File: config.mk
export PLATFORM = sky130hd
export DESIGN_NAME = key_schedule_iter_flat
export DESIGN_NICKNAME = d
export VERILOG_FILES = /design/src/rtl/aes_pkg.sv /design/src/rtl/key_schedule_iter_if.sv /design/src/rtl/aes_sbox.sv /design/src/rtl/sub_word.sv /design/src/rtl/key_schedule_iter.sv /design/src/flat_wrapper.sv
export SDC_FILE = /design/constraint.sdc
export NUM_CORES = 2
export LEC_CHECK = 0
export BUFFER_PORTS_ARGS = -buffer_cell sky130_fd_sc_hd__buf_2
export CORE_UTILIZATION = 60
export DETAILED_ROUTE_END_ITERATION = 8
export PLACE_DENSITY = 0.81
export RECOVER_POWER = 25
export SLEW_MARGIN = 10
export SYNTH_ARGS = -nofsm -noshare
export SYNTH_HDL_FRONTEND = slang
export SYNTH_SLANG_ARGS = --single-unit
File: constraint.sdc
create_clock -name clk -period 34.3 [get_ports clk]
set_input_delay 0 -clock clk [delete_from_list [all_inputs] [get_ports clk]]
set_output_delay 0 -clock clk [all_outputs]
set_load 0.02 [all_outputs]
File: src/rtl/aes_pkg.sv
// Shared AES definitions: word type, GF(2^8) doubling, key-length lookups and the
// key-schedule state encoding.
package aes_pkg;

  typedef logic [31:0] word_t;

  typedef enum logic [1:0] {
    StIdle,
    StGen,
    StHold
  } ks_state_e;

  // Multiply by x in GF(2^8) modulo x^8 + x^4 + x^3 + x + 1.
  function automatic logic [7:0] xtime(input logic [7:0] b);
    return {b[6:0], 1'b0} ^ (b[7] ? 8'h1b : 8'h00);
  endfunction

  function automatic int unsigned nk_of(input int unsigned key_bits);
    return key_bits / 32;
  endfunction

  function automatic int unsigned nr_of(input int unsigned key_bits);
    return key_bits / 32 + 6;
  endfunction

endpackage

File: src/rtl/key_schedule_iter_if.sv
// Start/key request plus round-key valid/ready stream of the iterative key schedule.
interface key_schedule_iter_if #(
  parameter int unsigned KEY_BITS = 128
);
  logic                start;
  logic [KEY_BITS-1:0] key_in;
  logic                ready;
  logic                rk_valid;
  logic                rk_ready;
  logic [127:0]        rk_data;
  logic [3:0]          rk_idx;
  logic                done;

  modport master (
    output start, key_in, rk_ready,
    input  ready, rk_valid, rk_data, rk_idx, done
  );

  modport slave (
    input  start, key_in, rk_ready,
    output ready, rk_valid, rk_data, rk_idx, done
  );
endinterface

File: src/rtl/aes_sbox.sv
// Byte S-box: multiplicative inverse in GF(2^8) followed by the AES affine transform.
module aes_sbox
  import aes_pkg::*;
(
  input  logic [7:0] in_byte,
  output logic [7:0] out_byte
);

  function automatic logic [7:0] gf_mul(input logic [7:0] a, input logic [7:0] b);
    logic [7:0] acc;
    logic [7:0] x;
    acc = 8'h00;
    x   = a;
    for (int k = 0; k < 8; k++) begin
      if (b[k]) acc = acc ^ x;
      x = xtime(x);
    end
    return acc;
  endfunction

  // a^254 == a^-1 for a != 0, and maps 0 to 0 as the S-box requires.
  function automatic logic [7:0] gf_inv(input logic [7:0] a);
    logic [7:0] sq;
    logic [7:0] acc;
    sq  = a;
    acc = 8'h01;
    for (int k = 1; k < 8; k++) begin
      sq  = gf_mul(sq, sq);
      acc = gf_mul(acc, sq);
    end
    return acc;
  endfunction

  function automatic logic [7:0] affine(input logic [7:0] b);
    return b ^ {b[6:0], b[7]} ^ {b[5:0], b[7:6]} ^ {b[4:0], b[7:5]} ^ {b[3:0], b[7:4]} ^ 8'h63;
  endfunction

  assign out_byte = affine(gf_inv(in_byte));

endmodule

File: src/rtl/sub_word.sv
// SubWord: four parallel byte S-box lookups on a 32-bit word.
module sub_word
  import aes_pkg::*;
(
  input  word_t in_word,
  output word_t out_word
);

  for (genvar b = 0; b < 4; b++) begin : gen_sbox
    aes_sbox u_sbox (
      .in_byte  (in_word[8*b +: 8]),
      .out_byte (out_word[8*b +: 8])
    );
  end

endmodule

File: src/rtl/key_schedule_iter.sv
// Iterative AES key schedule: latches a 128/192/256-bit key and streams the Nr+1 round keys,
// one schedule word per clock, with generation stalled while a round key waits for its consumer.
module key_schedule_iter
  import aes_pkg::*;
#(
  parameter int unsigned KEY_BITS = 128
) (
  input logic                clk,
  input logic                rst_n,
  key_schedule_iter_if.slave ks
);

  localparam int unsigned Nk     = nk_of(KEY_BITS);
  localparam int unsigned Nr     = nr_of(KEY_BITS);
  localparam logic [5:0]  NkW    = 6'(Nk);
  localparam logic [3:0]  NrW    = 4'(Nr);
  localparam logic [2:0]  PhLast = 3'(Nk - 1);
  localparam bit          MidSub = (Nk == 8);

  if (KEY_BITS != 128 && KEY_BITS != 192 && KEY_BITS != 256) begin : gen_bad_key_bits
    $error("key_schedule_iter: KEY_BITS must be 128, 192 or 256");
  end

  ks_state_e    st_q;
  word_t        win_q [Nk];  // w[i-Nk] at index 0 .. w[i-1] at index Nk-1
  logic [95:0]  asm_q;
  logic [5:0]   idx_q;
  logic [2:0]   ph_q;
  logic [7:0]   rcon_q;
  logic         rk_valid_q;
  logic [127:0] rk_data_q;
  logic [3:0]   rk_idx_q;

  word_t key_w [Nk];
  word_t prev_w;
  word_t sub_in;
  word_t sub_out;
  word_t f_w;
  word_t new_w;
  logic  step;
  logic  last_key;

  always_comb begin
    for (int unsigned j = 0; j < Nk; j++) begin
      key_w[j] = ks.key_in[KEY_BITS-1-32*j -: 32];
    end
  end

  sub_word u_sub_word (
    .in_word  (sub_in),
    .out_word (sub_out)
  );

  always_comb begin
    prev_w = win_q[Nk-1];
    sub_in = (ph_q == 3'd0) ? {prev_w[23:0], prev_w[31:24]} : prev_w;
    f_w    = prev_w;
    if (ph_q == 3'd0) begin
      f_w = sub_out ^ {rcon_q, 24'h000000};
    end else if (MidSub && ph_q == 3'd4) begin
      f_w = sub_out;
    end
    new_w = (idx_q < NkW) ? win_q[0] : (win_q[0] ^ f_w);
  end

  assign last_key = (rk_idx_q == NrW);
  // The handshake edge itself produces the next word, so no cycle is lost between keys.
  assign step     = (st_q == StGen) || (st_q == StHold && ks.rk_ready && !last_key);

  always_ff @(posedge clk or negedge rst_n) begin
    if (!rst_n) begin
      st_q       <= StIdle;
      for (int unsigned j = 0; j < Nk; j++) win_q[j] <= '0;
      asm_q      <= '0;
      idx_q      <= '0;
      ph_q       <= '0;
      rcon_q     <= 8'h01;
      rk_valid_q <= 1'b0;
      rk_data_q  <= '0;
      rk_idx_q   <= '0;
    end else begin
      unique case (st_q)
        StIdle: begin
          if (ks.start) begin
            // Word 0 is emitted on the accepting edge; the window is preloaded rotated by one.
            for (int unsigned j = 0; j + 1 < Nk; j++) win_q[j] <= key_w[j+1];
            win_q[Nk-1] <= key_w[0];
            asm_q       <= {64'h0, key_w[0]};
            idx_q       <= 6'd1;
            ph_q        <= 3'd1;
            rcon_q      <= 8'h01;
            st_q        <= StGen;
          end
        end
        StGen: begin
          if (idx_q[1:0] == 2'd3) begin
            rk_data_q  <= {asm_q, new_w};
            rk_valid_q <= 1'b1;
            rk_idx_q   <= idx_q[5:2];
            st_q       <= StHold;
          end
        end
        StHold: begin
          if (ks.rk_ready) begin
            rk_valid_q <= 1'b0;
            st_q       <= last_key ? StIdle : StGen;
          end
        end
        default: st_q <= StIdle;
      endcase

      if (step) begin
        for (int unsigned j = 0; j + 1 < Nk; j++) win_q[j] <= win_q[j+1];
        win_q[Nk-1] <= new_w;
        asm_q       <= {asm_q[63:0], new_w};
        idx_q       <= idx_q + 6'd1;
        ph_q        <= (ph_q == PhLast) ? 3'd0 : ph_q + 3'd1;
        if (idx_q >= NkW && ph_q == 3'd0) rcon_q <= xtime(rcon_q);
      end
    end
  end

  assign ks.ready    = (st_q == StIdle);
  assign ks.rk_valid = rk_valid_q;
  assign ks.rk_data  = rk_data_q;
  assign ks.rk_idx   = rk_idx_q;
  assign ks.done     = rk_valid_q && ks.rk_ready && last_key;

endmodule

File: src/flat_wrapper.sv
// flat-port wrapper written by rule: the top's interface ports become plain ports
module key_schedule_iter_flat import aes_pkg::*;
#(
  parameter int unsigned KEY_BITS = 128
)
  (clk, rst_n, ks_start, ks_key_in, ks_rk_ready, ks_ready, ks_rk_valid, ks_rk_data, ks_rk_idx, ks_done);
  key_schedule_iter_if #(.KEY_BITS(KEY_BITS)) ks_i ();
  input logic clk;
  input logic rst_n;
  input wire logic [$bits(ks_i.start)-1:0] ks_start;
  input wire logic [$bits(ks_i.key_in)-1:0] ks_key_in;
  input wire logic [$bits(ks_i.rk_ready)-1:0] ks_rk_ready;
  output wire logic [$bits(ks_i.ready)-1:0] ks_ready;
  output wire logic [$bits(ks_i.rk_valid)-1:0] ks_rk_valid;
  output wire logic [$bits(ks_i.rk_data)-1:0] ks_rk_data;
  output wire logic [$bits(ks_i.rk_idx)-1:0] ks_rk_idx;
  output wire logic [$bits(ks_i.done)-1:0] ks_done;
  assign ks_i.start = ks_start;
  assign ks_i.key_in = ks_key_in;
  assign ks_i.rk_ready = ks_rk_ready;
  assign ks_ready = ks_i.ready;
  assign ks_rk_valid = ks_i.rk_valid;
  assign ks_rk_data = ks_i.rk_data;
  assign ks_rk_idx = ks_i.rk_idx;
  assign ks_done = ks_i.done;
  key_schedule_iter #(.KEY_BITS(KEY_BITS)) u_core (.clk(clk), .rst_n(rst_n), .ks(ks_i));
endmodule
* After elaboration in Yosys (flattened, before gate mapping)
Index checks and enable logic that the tools add are counted.
W data, S select, Z words.
** Word-level totals
- Register bits :: 376
- Bits of input ports :: 132
- Output and inout bits :: 135
- Logic and storage cells :: 1660
** Operators by class
- $add $sub $neg :: 2
- Order comparisons :: 2
- Eq/ne operators :: 8
- Muxes and demuxes :: 841
- Bitwise operators :: 779
- Reductions and logical operators :: 16
** Operators with widths (count)
- $xor A8 B8 Y8 :: 745
- $mux W8 :: 424
- $mux W5 :: 369
- $mux W128 :: 3
- $mux W96 :: 3
- $mux W32 :: 3
- $xor A32 B32 Y32 :: 2
- $mux W6 :: 7
- $mux W7 :: 4
- $not A1 Y1 const A :: 28
- $mux W3 :: 8
- $mux W4 :: 4
- $not A4 Y4 :: 4
- $mux W2 :: 7
- $mux W1 :: 7
- $add A6 B1 Y6 const B :: 1
- $ge A6 B3 Y1 const B :: 1
- $lt A6 B3 Y1 const B :: 1
- $ne A2 B2 Y1 const B :: 3
- $pmux W2 S3 :: 1
- $reduce_and A3 Y1 :: 2
- $reduce_bool A2 Y1 :: 3
- $logic_and A1 B1 Y1 :: 5
- $eq A2 B2 Y1 const B :: 2
- other kinds (10) :: 11

* Longest topological paths before layout
- Word-level depth :: 139
- Depth in mapped cells :: 76

* Modules after synthesis
A second synthesis with hierarchy kept.
** Second synthesis, totals
- Cells, all modules :: 9431
- Area total of the unflattened synthesis :: 76161.8 um^2
** Modules (own cells, without submodules)
- aes_sbox :: times used 4, cells an instance 1942, area an instance 15220.8 um^2, seq. area each 0.0 um^2
- key_schedule_iter :: times used 1, cells an instance 1663, area an instance 15278.4 um^2, seq. area each 8609.5 um^2

* Least setup slack after synthesis
Ideal clock, no wire load.
- Path type :: register -> register
- Start point :: register u_core.ph_q[0]
- End point :: register u_core.asm_q[31]
- Setup time :: 0.137 ns
- Data arrival time :: 17.655 ns
- Data required time :: 34.163 ns
- Path slack :: 16.508 ns
- Stages on the path, launching flop included :: 74
- Clock period less this slack :: 17.792 ns
- Cell sequence :: dfrtp_1 > inv_1 > ha_1 > buf_6 > and2b_4 > buf_6 > buf_8 > mux2i_2 > inv_1 > ha_1 > clkbuf_1 > nand2b_1 > a21o_1 > nand3_1 > a21oi_1 > xor3_1 > inv_2 > buf_2 > [... 38 more ...] > xnor3_2 > xor2_2 > nor2_1 > xnor3_1 > xnor2_2 > xor3_2 > xnor2_2 > xnor3_1 > nor2b_1 > xnor3_1 > xnor3_1 > xnor3_2 > xnor3_1 > xor2_1 > nand2_1 > a21oi_1 > xnor2_1 > a21oi_1
** On the way
- Cells in the longest elaborated chain, start to end :: 135
- Elaborated cells between the ends (all ways) :: 396
- Classes of those cells :: mux: 207; bitwise: 188; reduce/logical: 1
** Ends and longest elaborated chain
- start: declaration :: RTL line key_schedule_iter.sv:28 : logic [2:0] ph_q;
- start signal: assignment :: RTL line key_schedule_iter.sv:117 : ph_q <= (ph_q == PhLast) ? 3'd0 : ph_q + 3'd1;
- $logic_not A3 Y1 (*) :: RTL line key_schedule_iter.sv:56, key_schedule_iter.sv:58
- $mux W32 :: RTL line key_schedule_iter.sv:56 : sub_in = (ph_q == 3'd0) ? {prev_w[23:0], prev_w[31:24]} : prev_w;
- $mux W5 :: RTL line aes_pkg.sv:15 : return {b[6:0], 1'b0} ^ (b[7] ? 8'h1b : 8'h00);
- $xor A8 B8 Y8 :: RTL line aes_pkg.sv:15
- $xor A8 B8 Y8 :: RTL line aes_sbox.sv:15 : if (b[k]) acc = acc ^ x;
- $mux W8 :: RTL line aes_sbox.sv:15
- $xor A8 B8 Y8 :: RTL line aes_sbox.sv:15
- $mux W8 :: RTL line aes_sbox.sv:15
- [... 116 more ...]
- $xor A8 B8 Y8 :: RTL line aes_sbox.sv:15
- $mux W8 :: RTL line aes_sbox.sv:15
- $xor A8 B8 Y8 (4 in series) :: RTL line aes_sbox.sv:35 : return b ^ {b[6:0], b[7]} ^ {b[5:0], b[7:6]} ^ {b[4:0], b[7:5]} ^ {b[3:0], b[7:4]} ^ 8'h63;
- $xor A32 B32 Y32 :: RTL line key_schedule_iter.sv:59 : f_w = sub_out ^ {rcon_q, 24'h000000};
- $mux W32 (*) :: RTL line key_schedule_iter.sv:58 : if (ph_q == 3'd0) begin
- $xor A32 B32 Y32 (*) :: RTL line key_schedule_iter.sv:63 : new_w = (idx_q < NkW) ? win_q[0] : (win_q[0] ^ f_w);
- $mux W32 (*) :: RTL line key_schedule_iter.sv:63
- $mux W96 (*) :: RTL line key_schedule_iter.sv:112 : if (step) begin
- end signal: assignment :: RTL line key_schedule_iter.sv:88 : asm_q <= {64'h0, key_w[0]};
- end signal: assignment :: RTL line key_schedule_iter.sv:115 : asm_q <= {asm_q[63:0], new_w};
- end: declaration :: RTL line key_schedule_iter.sv:26 : logic [95:0] asm_q;
Every way passes the cells marked *; elsewhere a longest branch is shown, timed or not.
A chain may end at the register's enable or synchronous reset.

* Worst setup path after layout
- Start point :: register u_core.ph_q[0]
- End point :: register u_core.asm_q[12]
** On the way
- Cells in the longest elaborated chain, start to end :: 135
- Elaborated cells between the ends (all ways) :: 396
- Classes of those cells :: mux: 207; bitwise: 188; reduce/logical: 1
** Ends and longest elaborated chain (RTL line)
- $logic_not A3 Y1 (*) :: key_schedule_iter.sv:56, key_schedule_iter.sv:58
- $mux W32 :: key_schedule_iter.sv:56
- $mux W5, or another cell as far along :: aes_pkg.sv:15
- $xor A8 B8 Y8 (on tied branches) :: aes_pkg.sv:15, aes_sbox.sv:15
- $xor A8 B8 Y8 / $mux W8 (equally long branches) :: aes_sbox.sv:15
- $mux W8 / $xor A8 B8 Y8 (equally long branches) :: aes_sbox.sv:15
- $xor A8 B8 Y8 / $mux W8 (equally long branches) :: aes_sbox.sv:15
- $mux W8 / $xor A8 B8 Y8 (equally long branches) :: aes_sbox.sv:15
- [... 116 more ...]
- $xor A8 B8 Y8 :: aes_sbox.sv:15
- $mux W8 :: aes_sbox.sv:15
- $xor A8 B8 Y8 (4 in series) :: aes_sbox.sv:35
- $xor A32 B32 Y32 :: key_schedule_iter.sv:59
- $mux W32 (*) :: key_schedule_iter.sv:58
- $xor A32 B32 Y32 (*) :: key_schedule_iter.sv:63
- $mux W32 (*) :: key_schedule_iter.sv:63
- $mux W96 (*) :: key_schedule_iter.sv:112
Marks and branches as above.

==> flow_summary.json <==
{
  "cp.required_ns": 34.75,
  "grt_pass1_wl_mm": 364,
  "port_buffers": 266,
  "ys_warn_count": 0,
  "max_stage_delay_ns": 0.93,
  "max_freq_mhz": 46.3,
  "hpwl_mm": 157,
  "antenna_found_initial": 11,
  "cp.arrival_ns": 22.04,
  "cts_setup_buffers": 0,
  "drt_iter0_markers": 8426,
  "cap_violations": 1,
  "final_layout_size_suffix_gt1_share_pct": 10.7,
  "grt_use_total_pct": 35.9,
  "clk_latency_ns": 0.55,
  "fillers": 9991,
  "synth_cell_types": 130,
  "cp_top_family": "XOR/XNOR gates",
  "skew_ns": 0.0291,
  "clockRootBuffer": "clkbuf_16",
  "dieArea_um2": 123000,
  "setup.worst_path.end_class": "register",
  "clkTransAtPathRegs_ns": 0.06,
  "netlist.area_leader.share_pct": 18.1,
  "timing.slew.headroom_pct": -338,
  "syn-num-nets": 9258,
  "gp_congestion": 0.970,
  "yosysTopAreaCell": "xnor2_1",
  "seq_area_um2": 8610,
  "ys_async_sr_fraction_pct": 100,
  "synth-seq-cells": 344,
  "finalCriticalPeriod_ns": 21.58,
  "rows": 127,
  "violations": "max-capacitance violations, max-slew violations",
  "cp_slowest_cell": "xor2_1",
  "vias_per_cell": 6.40,
  "synth_common_cells": "1509 x xnor2_1, 1217 x nand2_1, 1180 x nor2_1",
  "start_kind": "register",
  "synth.area.top_cells": "xnor2_1 18%, xnor3_1 12%, dfrtp_1 12%, nand2_1 6.2%, nor2_1 6.1%",
  "synth-edff-count": 0,
  "die_y_um": 351,
  "cts_buffers": 37,
  "setup_violations": 0,
  "worstPathBufferInverterCount": 5,
  "syn_area_um2": 73200,
  "cts_tree": "done",
  "crit_fanout": 54,
  "outcome": "finished, violations left",
  "ant_nets": 0,
  "seq_area_frac_synth_pct": 11.8,
  "area_growth_syn_to_layout_pct": 7.17,
  "nNetsFinal": 9323,
  "core_area_um2": 120000,
  "syn_area_per_cell_um2": 8.04,
  "hold_viol_final": 0,
  "dr_total_vias": 69200,
  "ctsHtreeMaxLevel": 2,
  "multi_input_area_um2": 61700,
  "io_pins": 267,
  "cts_sinks": 344,
  "grt_overflow": 0,
  "die_x_um": 351,
  "worstMarginPinSlew_ns": 6.57,
  "drv_slew": 126,
  "fin_crit_sh_pct": 62.9,
  "grt_pass1_vias": 66400,
  "setup_tns_ns": 0,
  "wire_per_inst_um": 21.0,
  "timing_worst_setup_path_type": "reg2reg",
  "synth_ff_type": "dfrtp_1",
  "synth.most_common_cell": "xnor2_1",
  "synthesis.instances": 9103,
  "start_util_pct": 60.7,
  "remaining_drc_errors": 0,
  "wl_mm": 227,
  "grt_max_degree": 207,
  "rsz0062_at_grt": "no",
  "dr.pass1.iters": 8,
  "clockBufferDepth": 3,
  "hold_path_class": "in2reg"
}
==> routing by layer <==
metal  wire length (um)  up-vias  track usage [%]
met5                  0        -                0
met4              10900        0             15.8
met3              21300      768             4.77
met2             106000     4053             58.5
met1              88800    32900             47.5
li1                   -    31500                -
==> repair_timing <==
item / CTS / global route
hold buffers: 131 / 0
hold endpoints to repair: 255 / 0
resized for setup: 0 / 0
==> stage by stage <==
| stage | cell area (um2) | util (%) | setup WS [ns] | std cells | hold slack (ns) |
|---|---|---|---|---|---|
| CTS | 78500 | 65.2 | 13.05 | 10800 | 0.183 |
| detailed placement | 75900 | 63.0 | 13.11 | 10600 | 0.151 |
| global placement | 75900 | 63.0 | 13.55 | 10600 | 0.152 |
| global route | 78400 | 65.1 | 11.43 | 10800 | 0.216 |
| floorplan | 73200 | - | 16.51 | 9103 | -0.296 |
| finish | 78400 | 65.1 | 12.72 | 10800 | 0.214 |
==> worst register-to-register path: cells and delay by family (launching register included) <==
kind | cells | cell delay [ns]
xor+xnor | 30 | 13.92
mux | 2 | 1.00
flops | 1 | 0.40
buf+inv | 5 | 1.77
fa+ha+maj | 3 | 1.32
simple gates | 8 | 2.03
compound gates | 5 | 1.09
==> cells by family (layout without fill, tap and decap cells) <==
family	Yosys count	in the layout	synth area share [%]
and+or+nand+nor	3271	3271	19.2
xor gates and xnor gates	2592	2592	42.5
AOI/OAI and AO/OA	1727	1727	15.4
buffers and inverters	717	810	4.35
muxes	428	428	6.36
DFF	344	344	11.8
adders and majority gates	24	24	0.407
other	0	9	0
==> layout by cell type (no fill, tap or decap), types with 208 or more instances in the layout <==
master      n
nor3_1    208
xnor3_1   397
mux2i_1   258
a21oi_1   407
xor2_1    429
xnor2_1  1484
buf_4     239
o21ai_0   370
nand3_1   257
nor2_1   1178
nand2_1  1216
dfrtp_1   343
==> state kept, by name (all words and copies together), names as in the netlist <==
| signal | flops |
|---|---|
| u_core.ks.rk_data | 128 |
| u_core.asm_q | 96 |
| u_core.win_q | 96 |
| u_core.rcon_q | 8 |
| u_core.idx_q | 6 |
| u_core.ks.rk_idx | 4 |
| u_core.ph_q | 3 |
| u_core.st_q | 2 |
| u_core.ks.rk_valid | 1 |
==> cell type report <==
| type | count | share of cell area [%] |
|---|---|---|
| Antenna cell | 9 | 0.0287 |
| Clock buffer | 53 | 1.40 |
| Clock inverter | 14 | 0.273 |
| Inverter | 105 | 0.504 |
| Multi-Input combinational cell | 8042 | 78.7 |
| Sequential cell | 344 | 11.0 |
| Tap cell | 1612 | 2.57 |
| Timing Repair Buffer | 638 | 5.58 |
==> path summary, 6_finish.rpt <==
kind,start,end,slack (ns),depth (start not counted)
worst min register to register,u_core.ks.rk_data[25],u_core.ks.rk_data[25],0.48,2
min in group asynchronous,rst_n,u_core.asm_q[41],2.48,2
worst min-delay path,ks_key_in[34],u_core.win_q[66],0.21,4
worst max-delay path,u_core.ph_q[0],u_core.asm_q[12],12.72,53
worst max register to register,u_core.ph_q[0],u_core.asm_q[12],12.72,53
max in group asynchronous,rst_n,u_core.ks.rk_data[52],27.69,4
Power is left out: the tool's default activity adds up to more than one toggle a clock period on the data nets, which glitch-free logic cannot reach.
